File: src/rtl/arb_out_fifo.sv
// arb_out_fifo: first-word-fall-through FIFO placed after the 2:1 round-robin
// arbiter so the arbiter can keep granting while the consumer stalls.
// Pointers carry one extra wrap bit to tell full from empty without a counter.
// Optional build macro ARB_FIFO_LEVEL_EN adds the level / almost_full outputs
// and the registered occupancy count behind them.
module arb_out_fifo #(
    parameter int DWIDTH    = 20,
    parameter int DEPTH     = 4,
    parameter int AFULL_THR = DEPTH - 1
) (
    input  logic                       clk,
    input  logic                       rst_n,
    input  logic                       in_valid,
    input  logic [DWIDTH-1:0]          in_data,
    output logic                       in_ready,
    output logic                       out_valid,
    output logic [DWIDTH-1:0]          out_data,
    input  logic                       out_ready
`ifdef ARB_FIFO_LEVEL_EN
    ,
    output logic [$clog2(DEPTH):0]     level,
    output logic                       almost_full
`endif
);

    localparam int AW = $clog2(DEPTH);
    localparam int PW = AW + 1;

    logic [DWIDTH-1:0] mem [DEPTH];
    logic [PW-1:0]     wr_ptr;
    logic [PW-1:0]     rd_ptr;
    logic              empty;
    logic              full;
    logic              push;
    logic              pop;

    // Status and handshakes depend on pointer state only, never on the
    // opposite side's inputs, so there is no combinational path through.
    always_comb begin
        empty     = (wr_ptr == rd_ptr);
        full      = (wr_ptr[AW-1:0] == rd_ptr[AW-1:0]) && (wr_ptr[AW] != rd_ptr[AW]);
        in_ready  = !full;
        out_valid = !empty;
        push      = in_valid && in_ready;
        pop       = out_valid && out_ready;
        out_data  = empty ? '0 : mem[rd_ptr[AW-1:0]];
    end

    // Pointer update; increments wrap naturally modulo 2*DEPTH.
    always_ff @(posedge clk) begin
        if (!rst_n) begin
            wr_ptr <= '0;
            rd_ptr <= '0;
        end else begin
            if (push) wr_ptr <= wr_ptr + 1'b1;
            if (pop)  rd_ptr <= rd_ptr + 1'b1;
        end
    end

    // Storage is not reset; entries are only visible once written.
    always_ff @(posedge clk) begin
        if (push) mem[wr_ptr[AW-1:0]] <= in_data;
    end

`ifdef ARB_FIFO_LEVEL_EN
    localparam logic [PW-1:0] AFULL_C = PW'(AFULL_THR);

    logic [PW-1:0] count;

    // Registered occupancy; simultaneous push and pop leaves it unchanged.
    always_ff @(posedge clk) begin
        if (!rst_n) begin
            count <= '0;
        end else begin
            case ({push, pop})
                2'b10:   count <= count + 1'b1;
                2'b01:   count <= count - 1'b1;
                default: count <= count;
            endcase
        end
    end

    // Expose occupancy and the threshold compare.
    always_comb begin
        level       = count;
        almost_full = (count >= AFULL_C);
    end
`endif

endmodule

File: config.mk
export PLATFORM = sky130hd
export DESIGN_NAME = arb_out_fifo
export DESIGN_NICKNAME = d
export VERILOG_FILES = /design/src/rtl/arb_out_fifo.sv
export SDC_FILE = /design/constraint.sdc
export NUM_CORES = 1
export LEC_CHECK = 0
export CAP_MARGIN = 10
export CORE_MARGIN = 10
export CORE_UTILIZATION = 49
export DETAILED_ROUTE_END_ITERATION = 10
export GPL_ROUTABILITY_DRIVEN = 0
export HOLD_SLACK_MARGIN = 0.03
export PLACE_DENSITY = 0.86
export SYNTH_ARGS = -nofsm -noshare
export SYNTH_HDL_FRONTEND = slang
export SYNTH_SLANG_ARGS = --single-unit
File: constraint.sdc
create_clock -name clk -period 2.15 [get_ports clk]
set_input_delay 0.43 -clock clk [delete_from_list [all_inputs] [get_ports clk]]
set_output_delay 0.43 -clock clk [all_outputs]
set_load 0.01 [all_outputs]
Yosys cells after proc, flatten, opt, wreduce, memory -nomap -nowiden. Memory sizes are Yosys's and may differ from the RTL's. A register that Yosys moved wholly into a read port is not among the register bits. Index checks and enable logic that the tools add are counted.

Reductions and logical operators: 5. Equal/unequal tests: 3. Muxes and demuxes: 5. Add/subtract/negate cells: 2.

Operators with widths (number): $mux 20 (1); $add 3x1->3 const B (2); $mux 2 (2); $eq 3x3->1 (1); $logic_and 1x1->1 (3); $eq 2x2->1 (1); $logic_not 1->1 (2); $mux 1 (2); $ne 1x1->1 (1).

Register bits after elaboration: 6. Memories kept: 1. Bits in writable memories: 80.

Memory list: mem (words 4, bits a word 20, rd ports 1, clocked after memory_dff 1, wr ports 1, line 29) `logic [DWIDTH-1:0] mem [DEPTH];`.

Logic depth before layout (Yosys ltp).
Word-level depth: 6. Mapped depth: 5. Depth with buffers taken out: 4.

Least setup slack after synthesis. No wires, ideal clock.

Path kind: register to register. From: reg wr_ptr[0]. To: mem mem[3][0] (enable). Cell stages (with the launch flop): 4. Buffers on the path: 0. Required time: 1.746 ns. Setup time: 0.404 ns. Period minus slack after synthesis: 2.325 ns. Slack: -0.175 ns. Data arrival time: 1.921 ns. Cell sequence: dfxtp_1 > xor2_1 > nor2_1 > a21oi_1.

Word-level cells in the longest chain between the ends: 6.

Ends and longest elaborated chain: start: declaration (line 30) `logic [PW-1:0] wr_ptr;`; start signal: assignment (line 55) `if (push) wr_ptr <= wr_ptr + 1'b1;`; $eq 2x2->1 (line 41) `full = (wr_ptr[AW-1:0] == rd_ptr[AW-1:0]) && (wr_ptr[AW] != rd_ptr[AW]);`; $logic_and 1x1->1 (line 41); $logic_not 1->1 (line 42) `in_ready = !full;`; $logic_and 1x1->1 (line 44) `push = in_valid && in_ready;`; $mux 1 (line 62) `if (push) mem[wr_ptr[AW-1:0]] <= in_data;`; $mux 1 (not written as such) (line 62); end: declaration (line 29).

Parallel ways exist; a longest one is shown, timed or not.

==> results.py <==
metrics = {
    "synth": {
        "synth-adder-area-share_pct": 1.743,
        "syn_area_per_cell_sq_um": 18.40,
        "synth_top_area_share_pct": 66.95,
        "synthMuxAreaShare_pct": 12.55,
        "synth_fp_nets": 224,
        "synth_top_family_by_area": "multiplexers",
        "synth_most_common_cell": "edfxtp_1",
        "synth-xor-area-share_pct": 1.674,
        "synth_cells": 195,
        "ys_types": 29,
        "ys_warn_count": 0,
        "yosysTopAreaCell": "edfxtp_1",
        "synthTopCellsByArea": "edfxtp_1 (67%), mux4_2 (13%), dfxtp_1 (4.5%), nor2b_1 (3.5%), ha_1 (1.7%)",
        "synth-edff-count": 80,
        "async_flop_share_pct": 0,
        "synth_area_sq_um": 3588,
        "synth-simple-area-share_pct": 7.113,
        "ys_seq_elements": 88,
        "yosysSeqAreaShare_pct": 71.41,
        "synth_common_cells": "edfxtp_1 (80), mux4_2 (20), nor2b_1 (20), dfxtp_1 (8), inv_1 (6)",
        "synth-compound-area-share_pct": 3.661,
        "synthFlopType": "edfxtp_1",
    },
    "place": {
        "placed_cell_area_sq_um": 4380,
        "dp.cells": 353,
        "port_buffers": 45,
        "place_ws_ns": -0.03183,
        "hpwl_um": 4548,
    },
    "power": {
        "p_leak_uw": 0.001668,
        "vdd_drop_max_mv": 0.5800,
        "power_density_nw_per_um2": 1338,
    },
    "sta": {
        "finalHoldViolCount": 0,
        "fin_crit_ns": 2.178,
        "worst_slew_pin_slew_ns": 0.4526,
        "setup_viol": 1,
        "fin_ws_ns": -0.02839,
        "relSlewSlack_pct": 69.61,
        "rsz0062_at_grt": "yes",
        "min_period_over_period_pct": 101.3,
        "fin_skew_ns": 0.01075,
        "max_freq_ghz": 0.4591,
        "maxSlewViolCount": 0,
    },
    "die": {
        "fp.dieH_um": 105.6,
        "die_x_um": 105.6,
        "start_util_pct": 50.01,
        "rows": 31,
        "io_pins": 46,
        "core_area_sq_um": 7176,
        "die_area_sq_um": 11150,
    },
    "critical_path": {
        "cp_slowest_cell": "mux4_2",
        "reg2reg_slack_ns": 0.39,
        "end_kind": "output port",
        "crit_path_frequent_cell": "buf_6",
        "cpPeakStageDelay_ns": 0.49,
        "cp.required_ns": 1.72,
        "r2r_start": "wr_ptr[1]$_SDFFE_PN0P_",
        "start_kind": "register",
        "cp_cell_sequence": "buf_12 > buf_6 > mux4_2 > nor2b_4 > buf_6",
        "reg2reg_depth": 6,
        "critPathArrivalTime_ns": 1.75,
        "crit_fanout": 7,
        "r2r_end": "mem[0][2]$_DFFE_PP_",
        "worstSetupPathType": "register to output port",
    },
    "clocking": {
        "hold_buffers": 0,
        "cts_tree": "yes",
        "clk_latency_ns": 0.35,
        "root_buffer": "clkbuf_8",
        "cts_buffers": 9,
        "ctsHtreeMaxLevel": 3,
        "cts.sinks": 88,
        "clockBufferDepth": 2,
        "clkTransAtPathRegs_ns": 0.08,
    },
    "final_layout": {
        "fill_cells": 466,
        "fin_cells": 378,
        "design.final.nets": 303,
        "insertedDiodeCount": 0,
        "drive_above_1_share_pct": 38.35,
        "utilization_pct": 66.02,
        "stdcell_area_sq_um": 4737,
        "areaGrowthSynthToFinish_pct": 32.01,
    },
    "detailed_routing": {
        "drt_iter0_markers": 66,
        "wl_um": 6918,
        "firstDrtPassIters": 4,
        "viasPerCell": 5.294,
        "final_antenna_net_count": 0,
        "vias": 2001,
        "drc": 0,
        "wl_per_cell_um": 18.30,
    },
    "run": {
        "maxCapViolations": 0,
    },
    "grt": {
        "overflow": 0,
        "antenna_found_initial": 0,
        "grt_max_degree": 21,
        "grt_pass1_wl_um": 11130,
        "grt_pass1_vias": 2194,
        "track_usage_pct": 12.99,
    },
    "min_path": {
        "min_path_cells": 2,
        "hold_end": "wr_ptr[2]$_SDFFE_PN0P_",
        "hold_path.class": "register to register",
        "worstHoldStart": "rd_ptr[2]$_SDFFE_PN0P_",
    },
    "status": {
        "violations": "setup timing",
        "status": "complete, but fails checks",
    },
}
## placed cells by master, fill, tap and decap left out, types with 3 or more instances in the layout
| cell type | netlist | final |
|---|---|---|
| dfxtp_2 | 0 | 5 |
| mux4_2 | 20 | 20 |
| clkbuf_8 | 0 | 9 |
| nand3b_1 | 4 | 4 |
| nand2_1 | 4 | 4 |
| buf_12 | 0 | 8 |
| buf_2 | 5 | 14 |
| inv_1 | 6 | 6 |
| nor2b_1 | 20 | 12 |
| buf_6 | 1 | 8 |
| a211o_1 | 4 | 4 |
| buf_4 | 0 | 18 |
| and2_1 | 4 | 4 |
| o21ai_0 | 4 | 4 |
| nor2b_4 | 0 | 7 |
| xnor2_1 | 3 | 3 |
| ha_1 | 5 | 5 |
| edfxtp_1 | 80 | 80 |
| clkdlybuf4s50_1 | 0 | 23 |
| nand3_1 | 3 | 3 |
| clkbuf_2 | 0 | 3 |
## metal layers
metal  wire length (um)  vias up  track usage, %  part of all wire, %
li1                   -      930               -                    -
met1               2660     1002           13.92                   38
met2               3720       63           23.78                   54
met3                481        6           3.776                  7.0
met4                 56        0           4.642                 0.81
met5                  0        -               0                    0
## worst max path at each step
| stage | end | slack [ns] | cells after the start |
|---|---|---|---|
| final | out_data[19] | -0.03 | 5 |
| after global routing | out_data[19] | -0.08 | 5 |
| after CTS | out_data[3] | -0.11 | 4 |
| after detailed placement | out_data[12] | -0.03 | 4 |
| after global placement | out_data[6] | 0.03 | 4 |
| after floorplan | mem[3][0]$_DFFE_PP_ | 0.20 | 3 |
## stage by stage
step / total power (uW) / hold WS [ns] / setup TNS (ns)
final: 6337 / 0.6371 / -0.02839
after global routing: 6680 / 0.6948 / -0.2536
after CTS: 6213 / 0.6374 / -0.6453
after detailed placement: 4778 / 0.5661 / -0.04524
after global placement: 4708 / 0.5455 / 0
after floorplan: 3462 / 0.5249 / 0
## state kept, by name, summed over array words and instances (netlist names), named ones only
register,count
wr_ptr,3
mem,80
rd_ptr,3
## cells by family after synthesis
kind of cell               after synthesis
muxes                                   20
xor gates and xnor gates                 6
and+or+nand+nor                         43
AOI/OAI and AO/OA                       19
DFF                                     88
adders and majority gates                5
buffers and inverters                   14
## cell type report
type,count,area [sq um],area share [%]
timing repair buffer,76,737.0,15.56
sequential,88,2576,54.38
clock buffer,11,131.4,2.773
inverter,6,22.52,0.4754
multi-input combinational,93,1064,22.45
tap,99,123.9,2.615
clock inverter,5,82.58,1.743
## what timing repair did
| item | CTS | global route |
|---|---|---|
| pin swaps | 2 | 1 |
| gates cloned | 2 | 0 |
| buffers inserted | 9 | 2 |
| endpoints found under the hold margin | 0 | 0 |
| resized for setup | 95 | 28 |
| setup endpoints to repair | 22 | 19 |
## worst max-delay path: cells and delay by family (launching register included)
kind / cells / cell delay, ns
and+or+nand+nor: 1 / 0.15
muxes: 1 / 0.49
buffers and inverters: 3 / 0.36
DFF: 1 / 0.40
## report_power, final
part | internal, uW | switching [uW] | total (uW)
registers | 2170 | 101 | 2280
logic | 1520 | 1340 | 2860
clock network | 658 | 547 | 1200
total | 4350 | 1980 | 6340
Note: power is estimated with default switching activity, not from simulation.
